<file path="src/rtl/sysram_port_arb.sv">
// Shares one RAM port between PCIe writes, UART writes and a C2H burst reader; `SYSRAM_ARB_RR_EN selects round-robin, else fixed P2>P0>P1.
// Grant->RAM strobe 1 cycle, grant->O_rd_vld RAM_LAT+2 cycles; writers stall via rdy, bursts pause on I_rd_ready, readback never stalls.
module sysram_port_arb #(
  parameter int ADDR_W  = 16,
  parameter int RAM_LAT = 2
) (
  input  logic              I_clk,
  input  logic              I_rst,
  input  logic              I_pxie_wr_vld,
  output logic              O_pxie_wr_rdy,
  input  logic [ADDR_W-1:0] I_pxie_wr_addr,
  input  logic [31:0]       I_pxie_wr_data,
  input  logic              I_uart_wr_vld,
  output logic              O_uart_wr_rdy,
  input  logic [ADDR_W-1:0] I_uart_wr_addr,
  input  logic [31:0]       I_uart_wr_data,
  input  logic              I_rd_start,
  input  logic [ADDR_W-1:0] I_rd_addr,
  input  logic [15:0]       I_rd_len,
  input  logic              I_rd_ready,
  output logic              O_rd_busy,
  output logic              O_rd_vld,
  output logic [31:0]       O_rd_data,
  output logic              O_rd_last,
  output logic              O_rd_done,
  output logic              O_ram_en,
  output logic              O_ram_we,
  output logic [ADDR_W-1:0] O_ram_addr,
  output logic [31:0]       O_ram_wdata,
  input  logic [31:0]       I_ram_rdata
);

  typedef enum logic [1:0] {RD_IDLE, RD_RUN, RD_DRAIN} rd_state_e;

  localparam logic [ADDR_W-1:0] ADDR_ONE = {{(ADDR_W-1){1'b0}}, 1'b1};

  rd_state_e         state_q, state_d;
  logic [15:0]       remain_q, remain_d;
  logic [ADDR_W-1:0] beat_addr_q, beat_addr_d;
  logic              done_q, done_d;

  logic              rd_req;
  logic [2:0]        req, gnt;

  logic              ram_en_q, ram_we_q;
  logic [ADDR_W-1:0] ram_addr_q;
  logic [31:0]       ram_wdata_q;
  logic              issue_vld_q, issue_last_q;
  logic [RAM_LAT-1:0] pipe_vld_q, pipe_last_q;
  logic              rd_vld_q, rd_last_q;
  logic [31:0]       rd_data_q;

  assign rd_req = (state_q == RD_RUN) && (remain_q != 16'd0) && I_rd_ready;
  assign req    = {rd_req, I_uart_wr_vld, I_pxie_wr_vld} & {3{~I_rst}};

`ifdef SYSRAM_ARB_RR_EN
  logic [1:0] ptr_q, ptr_d;

  always_comb begin
    gnt   = 3'b000;
    ptr_d = ptr_q;
    case (ptr_q)
      2'd1: begin
        if (req[1])      gnt = 3'b010;
        else if (req[2]) gnt = 3'b100;
        else if (req[0]) gnt = 3'b001;
      end
      2'd2: begin
        if (req[2])      gnt = 3'b100;
        else if (req[0]) gnt = 3'b001;
        else if (req[1]) gnt = 3'b010;
      end
      default: begin
        if (req[0])      gnt = 3'b001;
        else if (req[1]) gnt = 3'b010;
        else if (req[2]) gnt = 3'b100;
      end
    endcase
    // Pointer moves to the requester after the one just served.
    if (gnt[0])      ptr_d = 2'd1;
    else if (gnt[1]) ptr_d = 2'd2;
    else if (gnt[2]) ptr_d = 2'd0;
  end

  always_ff @(posedge I_clk or posedge I_rst) begin
    if (I_rst) ptr_q <= 2'd0;
    else       ptr_q <= ptr_d;
  end
`else
  always_comb begin
    gnt = 3'b000;
    if (req[2])      gnt = 3'b100;
    else if (req[0]) gnt = 3'b001;
    else if (req[1]) gnt = 3'b010;
  end
`endif

  assign O_pxie_wr_rdy = gnt[0];
  assign O_uart_wr_rdy = gnt[1];

  always_comb begin
    state_d     = state_q;
    remain_d    = remain_q;
    beat_addr_d = beat_addr_q;
    done_d      = 1'b0;
    case (state_q)
      RD_IDLE: begin
        if (I_rd_start) begin
          if (I_rd_len == 16'd0) begin
            done_d = 1'b1;
          end else begin
            state_d     = RD_RUN;
            remain_d    = I_rd_len;
            beat_addr_d = I_rd_addr;
          end
        end
      end
      RD_RUN: begin
        if (gnt[2]) begin
          remain_d    = remain_q - 16'd1;
          beat_addr_d = beat_addr_q + ADDR_ONE;
          if (remain_q == 16'd1) state_d = RD_DRAIN;
        end
      end
      RD_DRAIN: begin
        if (rd_vld_q && rd_last_q) begin
          state_d = RD_IDLE;
          done_d  = 1'b1;
        end
      end
      default: state_d = RD_IDLE;
    endcase
  end

  always_ff @(posedge I_clk or posedge I_rst) begin
    if (I_rst) begin
      state_q     <= RD_IDLE;
      remain_q    <= 16'd0;
      beat_addr_q <= '0;
      done_q      <= 1'b0;
    end else begin
      state_q     <= state_d;
      remain_q    <= remain_d;
      beat_addr_q <= beat_addr_d;
      done_q      <= done_d;
    end
  end

  always_ff @(posedge I_clk or posedge I_rst) begin
    if (I_rst) begin
      ram_en_q     <= 1'b0;
      ram_we_q     <= 1'b0;
      ram_addr_q   <= '0;
      ram_wdata_q  <= 32'd0;
      issue_vld_q  <= 1'b0;
      issue_last_q <= 1'b0;
    end else begin
      ram_en_q     <= |gnt;
      ram_we_q     <= gnt[0] | gnt[1];
      issue_vld_q  <= gnt[2];
      issue_last_q <= gnt[2] && (remain_q == 16'd1);
      if (gnt[0]) begin
        ram_addr_q  <= I_pxie_wr_addr;
        ram_wdata_q <= I_pxie_wr_data;
      end else if (gnt[1]) begin
        ram_addr_q  <= I_uart_wr_addr;
        ram_wdata_q <= I_uart_wr_data;
      end else if (gnt[2]) begin
        ram_addr_q  <= beat_addr_q;
        ram_wdata_q <= 32'd0;
      end
    end
  end

  // Delay line matching the RAM latency; the tail stage marks the cycle I_ram_rdata is valid.
  always_ff @(posedge I_clk or posedge I_rst) begin
    if (I_rst) begin
      pipe_vld_q  <= '0;
      pipe_last_q <= '0;
      rd_vld_q    <= 1'b0;
      rd_last_q   <= 1'b0;
      rd_data_q   <= 32'd0;
    end else begin
      pipe_vld_q[0]  <= issue_vld_q;
      pipe_last_q[0] <= issue_last_q;
      for (int i = 1; i < RAM_LAT; i++) begin
        pipe_vld_q[i]  <= pipe_vld_q[i-1];
        pipe_last_q[i] <= pipe_last_q[i-1];
      end
      rd_vld_q  <= pipe_vld_q[RAM_LAT-1];
      rd_last_q <= pipe_vld_q[RAM_LAT-1] & pipe_last_q[RAM_LAT-1];
      if (pipe_vld_q[RAM_LAT-1]) rd_data_q <= I_ram_rdata;
    end
  end

  assign O_rd_busy   = (state_q != RD_IDLE);
  assign O_rd_vld    = rd_vld_q;
  assign O_rd_data   = rd_data_q;
  assign O_rd_last   = rd_last_q;
  assign O_rd_done   = done_q;
  assign O_ram_en    = ram_en_q;
  assign O_ram_we    = ram_we_q;
  assign O_ram_addr  = ram_addr_q;
  assign O_ram_wdata = ram_wdata_q;

endmodule

</file>
<file path="config.mk">
export PLATFORM = sky130hd
export DESIGN_NAME = sysram_port_arb
export DESIGN_NICKNAME = d
export VERILOG_FILES = /design/src/rtl/sysram_port_arb.sv
export SDC_FILE = /design/constraint.sdc
export NUM_CORES = 1
export LEC_CHECK = 0
export ABC_AREA = 1
export BUFFER_PORTS_ARGS = -buffer_cell sky130_fd_sc_hd__buf_2
export CAP_MARGIN = 20
export CORE_ASPECT_RATIO = 1.2
export CORE_MARGIN = 2
export CORE_UTILIZATION = 40
export CTS_BUF_LIST = sky130_fd_sc_hd__clkbuf_4 sky130_fd_sc_hd__clkbuf_8
export CTS_CLUSTER_SIZE = 10
export DETAILED_ROUTE_END_ITERATION = 8
export PLACE_DENSITY = 0.68
export SLEW_MARGIN = 20
export SYNTH_ARGS = -nofsm -noshare
export SYNTH_HDL_FRONTEND = slang
export SYNTH_SLANG_ARGS = --single-unit
</file>
<file path="constraint.sdc">
create_clock -name I_clk -period 6.4 [get_ports I_clk]
set_clock_uncertainty 0.15 [all_clocks]
set_input_delay 0 -clock I_clk [delete_from_list [all_inputs] [get_ports I_clk]]
set_output_delay 0 -clock I_clk [all_outputs]
set_load 0.01 [all_outputs]
</file>
# Yosys cells after proc, flatten, opt, wreduce, memory -nomap -nowiden
# Cells that the tools add are included.
op_classes:
  addsub: 2
  multipliers: 0
  div: 0
  n_lt_le_gt_ge: 0
  n_eq_ne: 8
  shift: 0
  n_mux: 27
  bitwise_logic: 4
  n_reduce_logical: 13
ops:
  columns: ["operator", "n"]
  rows:
  - ["two-way mux 16 bit", 9]
  - ["two-way mux 32 bit", 3]
  - ["one-hot mux 16 bit (2 select lines)", 2]
  - ["adder 16 x 1 -> 16 bit (second input constant)", 1]
  - ["== test 16 x 1 -> 1 bit (second input constant)", 1]
  - ["logical NOT 16 bit", 1]
  - ["nonzero test 16 bit", 1]
  - ["subtractor 16 x 1 -> 16 bit (second input constant)", 1]
  - ["two-way mux 2 bit", 7]
  - ["!= test 2 bit (second input constant)", 4]
  - ["one-hot mux 2 bit (3 select lines)", 1]
  - ["AND reduction 5 bit", 1]
  - ["logical AND 1 bit", 4]
  - ["AND reduction 4 bit", 1]
  - ["nonzero test 2 bit", 2]
  - ["bitwise AND 3 bit", 1]
  - ["two-way mux 1 bit", 3]
  - ["two-way mux 3 bit", 1]
  - ["nonzero test 3 bit", 1]
  - ["OR reduction 3 bit", 1]
  - ["== test 2 x 1 -> 1 bit (second input constant)", 1]
  - ["== test 2 bit (second input constant)", 1]
  - ["logical NOT 2 bit", 1]
  - ["!= test 2 x 1 -> 1 bit (second input constant)", 1]
  - ["4 further kinds", 4]
word_totals:
  reg_bits: 125
  latch_bits: 0
  ram_bits: 0
  romBits: 0
  output_inout_bits: 88
  wordCells: 69
  n_memories: 0

# Depth between registers and ports, before layout
# Gate-level depths: netlist of the first run.
depth:
  ltp_word: 10
  depth_mapped: 13
  depth_no_buf: 11

# Worst setup path after synthesis of the first run
# Ideal clock, no wire load.
synth_timing:
  path_kind: "input port to flip-flop"
  start: "input port I_rst"
  end: "register ram_wdata_q[0] (netlist: O_ram_wdata[0])"
  setup_ns: 0.124
  t_arrival_ns: 4.052
  t_required_ns: 6.126
  path_slack_ns: 2.074
  path_stages: 9
  cell_sequence: "inv_1 > nand2_1 > inv_2 > nor2_2 > nand2_4 > clkinv_2 > buf_6 > nand2_1 > nand3_1"
synth_between:
  elab_chain_len: 7
  word_cells_on_any_way: 8
  cone_classes: "mux (5); bitwise (2); reduce/logical (1)"
synth_lines:
  columns: ["element", "line_no", "source"]
  rows:
  - ["from (decl)", "8", "input logic I_rst,"]
  - ["NOT 1 bit (*)", "54", "assign req = {rd_req, I_uart_wr_vld, I_pxie_wr_vld} & {3{~I_rst}};"]
  - ["bitwise AND 3 bit (*)", "54", null]
  - ["two-way mux 2 bit", "94", "else if (req[1]) gnt = 3'b010;"]
  - ["two-way mux 2 bit", "93", "else if (req[0]) gnt = 3'b001;"]
  - ["two-way mux 3 bit (*)", "92", "if (req[2]) gnt = 3'b100;"]
  - ["named net O_uart_wr_rdy", "14", "output logic O_uart_wr_rdy,"]
  - ["two-way mux 32 bit", "165", "end else if (gnt[1]) begin"]
  - ["two-way mux 32 bit", "162", "if (gnt[0]) begin"]
  - ["to (signal assigned)", "164", "ram_wdata_q <= I_pxie_wr_data;"]
  - ["to (signal assigned)", "167", "ram_wdata_q <= I_uart_wr_data;"]
  - ["to (decl)", "47", "logic [31:0] ram_wdata_q;"]
# The timed path passes the listed nets; every way through them passes the cells marked *.
# A chain may end at the register's enable or synchronous reset.

# Worst setup path after layout of the first run
layout_timing:
  start: "register state_q[0]"
  end: "register ram_wdata_q[26] (netlist: O_ram_wdata[26])"
layout_between:
  elab_chain_len: 7
  word_cells_on_any_way: 8
  cone_classes: "eq/ne (1); mux (3); bitwise (1); reduce/logical (3)"
layout_lines:
  columns: ["element", "line_no", "source"]
  rows:
  - ["from (decl)", "37", "rd_state_e state_q, state_d;"]
  - ["from (signal assigned)", "142", "state_q <= state_d;"]
  - ["== test 2 x 1 -> 1 bit (*)", "53", "assign rd_req = (state_q == RD_RUN) && (remain_q != 16'd0) && I_rd_ready;"]
  - ["logical AND 1 bit (*) (2 in series)", "53", null]
  - ["bitwise AND 3 bit (*)", "54", null]
  - ["two-way mux 3 bit (*)", "92", null]
  - ["two-way mux 32 bit", "165", null]
  - ["two-way mux 32 bit", "162", null]
# Mark *: on every way between the ends. The rest lies on a longest branch, timed or not.

==> results.sh, run 1 <==
export IMPL_globalRouteOverflowTotal=0
export IMPL_topRoutingLayerUsed="met4"
export IMPL_vdd_ir_drop_worst_mv=0.147
export IMPL_floorplan_die_area_sq_um=17500
export IMPL_drt_drc_violations_left=0
export IMPL_crit_fanout=48
export IMPL_unrepaired_setup_endpoints_after_global_routing="no"
export IMPL_htree_num_levels=4
export IMPL_finalPower_mw=3.13
export IMPL_initial_core_util=0.406
export IMPL_clk_path_buf_depth=2
export IMPL_numCtsBuffers=17
export IMPL_worstHoldPathType="input port to asynchronous set/reset pin"
export IMPL_synthesis_yosys_warnings=0
export IMPL_hold_violations=0
export IMPL_final_min_clock_period_ns=3.83
export IMPL_timing_critical_path_to_type="register"
export IMPL_cellLeakagePower_nw=5.28
export IMPL_cp_start_kind="register"
export IMPL_length_of_routed_met3_wiring_mm=1.90
export IMPL_first_global_vias=7329
export IMPL_area_growth_synth_to_final_pct=51.7
export IMPL_io_pins=254
export IMPL_clock_pin_slew_of_the_registers_on_the_worst_case_setup_and_hold_paths_ns=0.08
export IMPL_rows=51
export IMPL_wire_length_of_the_first_global_routing_pass_mm=37.1
export IMPL_post_cts_buffers=0
export IMPL_drt_antenna_violating_nets=0
export IMPL_post_drt_via_cell_ratio=4.90
export IMPL_setup_tns_after_final_layout_ns=0
export IMPL_dr_total_vias=7263
export IMPL_detailedPlacementHpwl_mm=15.0
export IMPL_core_region_area_sq_um=16200
export IMPL_setup_viol_count_final=0
export IMPL_ys_async_sr_fraction=1.00
export IMPL_syn_nets=1021
export IMPL_criticalPathCategory="register to register"
export IMPL_synth_seq_cells=125
export IMPL_synthesis_area_per_instance_sq_um=7.74
export IMPL_synth_enable_flop_cells=0
export IMPL_yosysSeqAreaShare=0.475
export IMPL_count_of_final_max_slew_check_failures=0
export IMPL_floorplan_die_height_microns=145
export IMPL_grt_start_max_net_pins=52
export IMPL_worst_pin_slew_ns=0.968
export IMPL_mostFrequentLayoutCell="sky130_fd_sc_hd__nand2_1"
export IMPL_clockRootBuffer="sky130_fd_sc_hd__clkbuf_8"
export IMPL_detailedRoute_firstPassIterationCount=7
export IMPL_post_synth_num_cell_types=31
export IMPL_wl_mm=23.6
export IMPL_first_iter_violations=479
export IMPL_setup_ws_ns=2.57
export IMPL_clock_sinks=125
export IMPL_wl_met2_mm=12.2
export IMPL_track_usage=0.272
export IMPL_reg2regPathDepth=8
export IMPL_fmax_mhz=261
export IMPL_post_synth_inst_count=851
export IMPL_synthFlopType="sky130_fd_sc_hd__dfrtp_1"
export IMPL_power_density_nw_per_um2=313
export IMPL_gp_congestion=0.850
export IMPL_synth_area_sq_um=6590
export IMPL_drt_met1_wl_mm=8.55
export IMPL_post_cts_resized=0
export IMPL_clk_insertion_delay_late_ns=0.46
export IMPL_postCtsHoldBufs=167
export IMPL_result_of_the_run="finished clean"
export IMPL_final_critical_path_share_of_the_clock_period=0.599
export IMPL_floorplan_die_width_microns=121
export IMPL_wl_per_cell_microns=15.9
export IMPL_commonest_non_fill_non_tap_cells_in_the_layout="329 x sky130_fd_sc_hd__nand2_1, 253 x sky130_fd_sc_hd__buf_2, 167 x sky130_fd_sc_hd__dlygate4sd3_1, 130 x sky130_fd_sc_hd__nand3_1, 125 x sky130_fd_sc_hd__dfrtp_1"
export IMPL_io_buffer_count=253
export IMPL_holdWs_ns=0.0308
export IMPL_worstPathRequired_ns=6.64
export IMPL_maxCapViolCount=0
export IMPL_worst_slew_margin_rel=0.353
export IMPL_tritoncts="built"
export IMPL_post_route_cells_drive_above_1_share=0.270
export IMPL_worstPathArrival_ns=4.07
export IMPL_antenna_found_initial=2
export IMPL_nets=1426
export IMPL_pre_cts_slack_ns=3.22
[per-stage QoR]
step                 util  area, sq um  std cells
global placement    0.487         7900       1282
floorplan               -         6590        851
CTS                 0.616         9990       1481
global route        0.616         9990       1483
detailed placement  0.487         7900       1282
finish              0.616         9990       1483
[report_power, final]
group | total (mW) | switching [mW] | internal [mW]
Clock | 0.732 | 0.337 | 0.395
Sequential | 1.19 | 0.182 | 1.01
Combinational | 1.21 | 0.681 | 0.527
[critical path, cell delays in order, from the launching register on]
cell,delay [ns]
sky130_fd_sc_hd__dfrtp_1,0.41
sky130_fd_sc_hd__nand2_1,0.72
sky130_fd_sc_hd__nor2_1,0.19
sky130_fd_sc_hd__nand2_4,0.40
sky130_fd_sc_hd__nand3_4,0.28
sky130_fd_sc_hd__inv_2,0.70
sky130_fd_sc_hd__nand2_1,0.20
sky130_fd_sc_hd__nand3_1,0.14
sky130_fd_sc_hd__dlygate4sd3_1,0.56
[cells in the mapped netlist, types with 2 or more instances]
cell	instances	share of area
sky130_fd_sc_hd__buf_2	13	0.0099
sky130_fd_sc_hd__nand4_1	10	0.0095
sky130_fd_sc_hd__a21oi_1	2	0.0015
sky130_fd_sc_hd__buf_6	7	0.012
sky130_fd_sc_hd__nor3_1	8	0.0061
sky130_fd_sc_hd__clkbuf_1	9	0.0051
sky130_fd_sc_hd__or2_2	8	0.0076
sky130_fd_sc_hd__inv_1	77	0.044
sky130_fd_sc_hd__nand2_4	3	0.0051
sky130_fd_sc_hd__o21ai_1	4	0.0030
sky130_fd_sc_hd__nor2_2	2	0.0019
sky130_fd_sc_hd__o21ai_0	24	0.018
sky130_fd_sc_hd__buf_4	5	0.0057
sky130_fd_sc_hd__inv_2	3	0.0017
sky130_fd_sc_hd__dfrtp_1	125	0.47
sky130_fd_sc_hd__xor2_1	3	0.0040
sky130_fd_sc_hd__mux2_2	32	0.055
sky130_fd_sc_hd__nand2_1	329	0.19
sky130_fd_sc_hd__nand3_1	130	0.099
sky130_fd_sc_hd__nand2_2	2	0.0019
sky130_fd_sc_hd__nor2_1	38	0.022
sky130_fd_sc_hd__ha_1	4	0.0076
sky130_fd_sc_hd__nand3b_1	5	0.0057
[state kept, by name (all words and copies together), names as in the netlist, 2 cells and up]
register / cells
O_ram_addr: 16
O_ram_wdata: 32
O_rd_data: 32
beat_addr_q: 16
pipe_last_q: 2
pipe_vld_q: 2
remain_q: 16
state_q: 2
[layout make-up]
| class | instances | area [sq um] |
|---|---|---|
| Antenna cell | 2 | 5.00 |
| Multi-Input combinational cell | 608 | 2910 |
| Clock inverter | 14 | 168 |
| Timing Repair Buffer | 423 | 2960 |
| Fill cell | 1367 | 6220 |
| Inverter | 81 | 308 |
| Tap cell | 212 | 265 |
| Clock buffer | 18 | 248 |
| Sequential cell | 125 | 3130 |
[metal layers]
| metal | vias up | GRT usage |
|---|---|---|
| met4 | 0 | 0.136 |
| met1 | 3393 | 0.295 |
| met2 | 284 | 0.482 |
| met5 | - | 0 |
| li1 | 3512 | - |
| met3 | 74 | 0.0820 |
[kinds of logic after synthesis]
group,share of synthesized area
mux,0.0547
compound gates,0.0239
fa+ha+maj,0.00760
flops,0.475
simple gates,0.350
xor+xnor,0.00532
buf+inv,0.0834
[final timing paths]
kind                                         from                           to  slack [ns]
max in group asynchronous                   I_rst    O_ram_addr[0]$_DFFE_PP0P_        4.95
hold / removal                              I_rst    O_rd_data[28]$_DFFE_PP0P_        0.03
setup / recovery           state_q[0]$_DFFE_PP0P_  O_ram_wdata[26]$_DFFE_PP0P_        2.57
min in group I_clk                     I_rd_ready        issue_vld_q$_DFF_PP0_        0.11
setup reg to reg           state_q[0]$_DFFE_PP0P_  O_ram_wdata[26]$_DFFE_PP0P_        2.57
hold reg to reg            issue_last_q$_DFF_PP0_     pipe_last_q[0]$_DFF_PP0_        0.20
Power figures use the tool's default switching activity.
==> run 2: changes to the inputs <==
==> constraint.sdc (replaced) <==
create_clock -name I_clk -period 3.66 [get_ports I_clk]
set_clock_uncertainty 0.15 [all_clocks]
set_input_delay 0 -clock I_clk [delete_from_list [all_inputs] [get_ports I_clk]]
set_output_delay 0 -clock I_clk [all_outputs]
set_load 0.01 [all_outputs]
==> results.sh, run 2 (synthesized netlist as in run 1, its figures left out) <==
export IMPL_dr_total_vias=7166
export IMPL_area_growth_synth_to_final_pct=52.1
export IMPL_htree_num_levels=4
export IMPL_io_buffer_count=253
export IMPL_criticalPathCategory="register to register"
export IMPL_clock_sinks=125
export IMPL_worstPathArrival_ns=3.60
export IMPL_setup_viol_count_final=0
export IMPL_track_usage=0.249
export IMPL_hold_violations=0
export IMPL_critical_path_top_cell_by_count="sky130_fd_sc_hd__nand2_1"
export IMPL_final_critical_path_share_of_the_clock_period=0.920
export IMPL_reg2reg_setup_slack_ns=0.29
export IMPL_cpMaxStageDelayCell="sky130_fd_sc_hd__inv_2"
export IMPL_clk_insertion_delay_late_ns=0.46
export IMPL_numCtsBuffers=17
export IMPL_vdd_ir_drop_worst_mv=0.260
export IMPL_finalNonFillerCells=1486
export IMPL_cell_area_placed_sq_um=7920
export IMPL_wire_length_of_the_first_global_routing_pass_mm=33.9
export IMPL_timing_critical_path_to_type="register"
export IMPL_cellLeakagePower_nw=5.28
export IMPL_globalRouteOverflowTotal=0
export IMPL_setup_tns_after_final_layout_ns=0
export IMPL_grt_start_max_net_pins=56
export IMPL_rows=51
export IMPL_post_cts_resized=0
export IMPL_critPathTopFamily="buffers and inverters"
export IMPL_place_detailed_instances=1285
export IMPL_critical_path_max_stage_delay_ns=0.70
export IMPL_clockRootBuffer="sky130_fd_sc_hd__clkbuf_8"
export IMPL_nets=1430
export IMPL_crit_fanout=48
export IMPL_cp_buffers_inverters=3
export IMPL_worst_pin_slew_ns=0.839
export IMPL_clock_pin_slew_of_the_registers_on_the_worst_case_setup_and_hold_paths_ns=0.08
export IMPL_core_region_area_sq_um=16200
export IMPL_cp_start_kind="register"
export IMPL_wl_per_cell_microns=14.9
export IMPL_clk_path_buf_depth=2
export IMPL_gp_congestion=0.862
export IMPL_antenna_found_initial=2
export IMPL_floorplan_die_width_microns=121
export IMPL_first_global_vias=7023
export IMPL_first_iter_violations=430
export IMPL_wl_mm=22.2
export IMPL_unrepaired_setup_endpoints_after_global_routing="no"
export IMPL_final_min_clock_period_ns=3.37
export IMPL_worstPathRequired_ns=3.89
export IMPL_detailedPlacementHpwl_mm=14.7
export IMPL_layout_cell_area_non_filler_sq_um=10000
export IMPL_drt_antenna_violating_nets=0
export IMPL_worst_slew_margin_rel=0.440
export IMPL_io_pins=254
export IMPL_result_of_the_run="finished clean"
export IMPL_detailedRoute_firstPassIterationCount=5
export IMPL_path_cells="inv_1 > ha_1 > nand2_1 > nor2_1 > nand2_1 > nand2_4 > nand3_4 > inv_2 > nand2_1 > nand3_1 > dlygate4sd3_1"
export IMPL_commonest_non_fill_non_tap_cells_in_the_layout="329 x sky130_fd_sc_hd__nand2_1, 253 x sky130_fd_sc_hd__buf_2, 168 x sky130_fd_sc_hd__dlygate4sd3_1, 130 x sky130_fd_sc_hd__nand3_1, 125 x sky130_fd_sc_hd__dfrtp_1"
export IMPL_floorplan_die_area_sq_um=17500
export IMPL_mostFrequentLayoutCell="sky130_fd_sc_hd__nand2_1"
export IMPL_post_drt_via_cell_ratio=4.82
export IMPL_drt_drc_violations_left=0
export IMPL_power_density_nw_per_um2=540
export IMPL_floorplan_die_height_microns=145
export IMPL_count_of_final_max_slew_check_failures=0
export IMPL_fmax_mhz=297
export IMPL_tritoncts="built"
export IMPL_maxCapViolCount=0
export IMPL_initial_core_util=0.406
export IMPL_post_route_cells_drive_above_1_share=0.272
export IMPL_worstHoldPathType="input port to register"
==> run 2: routing by layer <==
metal	global-route usage	up-vias	wire length [microns]
li1	-	3518	-
met1	0.268	3356	8490
met2	0.464	243	11500
met3	0.0655	47	1460
met4	0.0980	2	688
met5	0	-	13
==> run 2: repair_timing <==
| action | in CTS | in global routing |
|---|---|---|
| buffers inserted | 0 | 0 |
| hold buffers | 168 | 0 |
| endpoints found under the hold margin | 186 | 0 |
==> run 2: power by group <==
part           switching [mW]  internal (mW)  total [mW]
sequential              0.306           1.76        2.07
combinational            1.16          0.928        2.09
clock                   0.584          0.662        1.25
total                    2.05           3.35        5.41
==> run 2: worst reg2reg max path, stage by stage, from the launching register on <==
cell                            delay, ns
sky130_fd_sc_hd__dfrtp_1             0.41
sky130_fd_sc_hd__inv_1               0.13
sky130_fd_sc_hd__ha_1                0.16
sky130_fd_sc_hd__nand2_1             0.05
sky130_fd_sc_hd__nor2_1              0.10
sky130_fd_sc_hd__nand2_1             0.09
sky130_fd_sc_hd__nand2_4             0.33
sky130_fd_sc_hd__nand3_4             0.31
sky130_fd_sc_hd__inv_2               0.70
sky130_fd_sc_hd__nand2_1             0.19
sky130_fd_sc_hd__nand3_1             0.12
sky130_fd_sc_hd__dlygate4sd3_1       0.55
==> run 2: area by class of cell <==
cell class | instances | area (sq um)
antenna | 1 | 2.50
clock buffer | 20 | 275
clock inverter | 12 | 135
fill | 1347 | 6190
inverter | 81 | 309
multi-input combinational | 608 | 2910
sequential | 125 | 3130
tap | 212 | 265
timing repair buffer | 427 | 2990
==> run 2: path summary, 6_finish.rpt <==
kind	startpoint	to	cells after the start
min in group asynchronous	I_rst	beat_addr_q[5]$_DFFE_PP0P_	4
worst min register to register	pipe_vld_q[0]$_DFF_PP0_	pipe_vld_q[1]$_DFF_PP0_	0
worst max register to register	remain_q[0]$_DFFE_PP0P_	O_ram_wdata[20]$_DFFE_PP0P_	11
max in group asynchronous	I_rst	O_ram_addr[2]$_DFFE_PP0P_	5
worst min-delay path	I_uart_wr_vld	O_ram_we$_DFF_PP0_	5
worst max-delay path	remain_q[0]$_DFFE_PP0P_	O_ram_wdata[20]$_DFFE_PP0P_	11
==> run 2: through the flow <==
| stage | total power [mW] | hold WS [ns] | worst slack, ns | util |
|---|---|---|---|---|
| 2_1_floorplan | 3.31 | -0.0171 | 0.271 | - |
| 3_3_place_gp | 3.88 | -0.0204 | 0.992 | 0.489 |
| 3_5_place_dp | 3.92 | -0.0143 | 0.943 | 0.489 |
| 4_1_cts | 5.41 | 0.0265 | 0.379 | 0.618 |
| 5_1_grt | 5.79 | 0.0618 | 0.0542 | 0.618 |
| 6_report | 5.41 | 0.0454 | 0.293 | 0.618 |
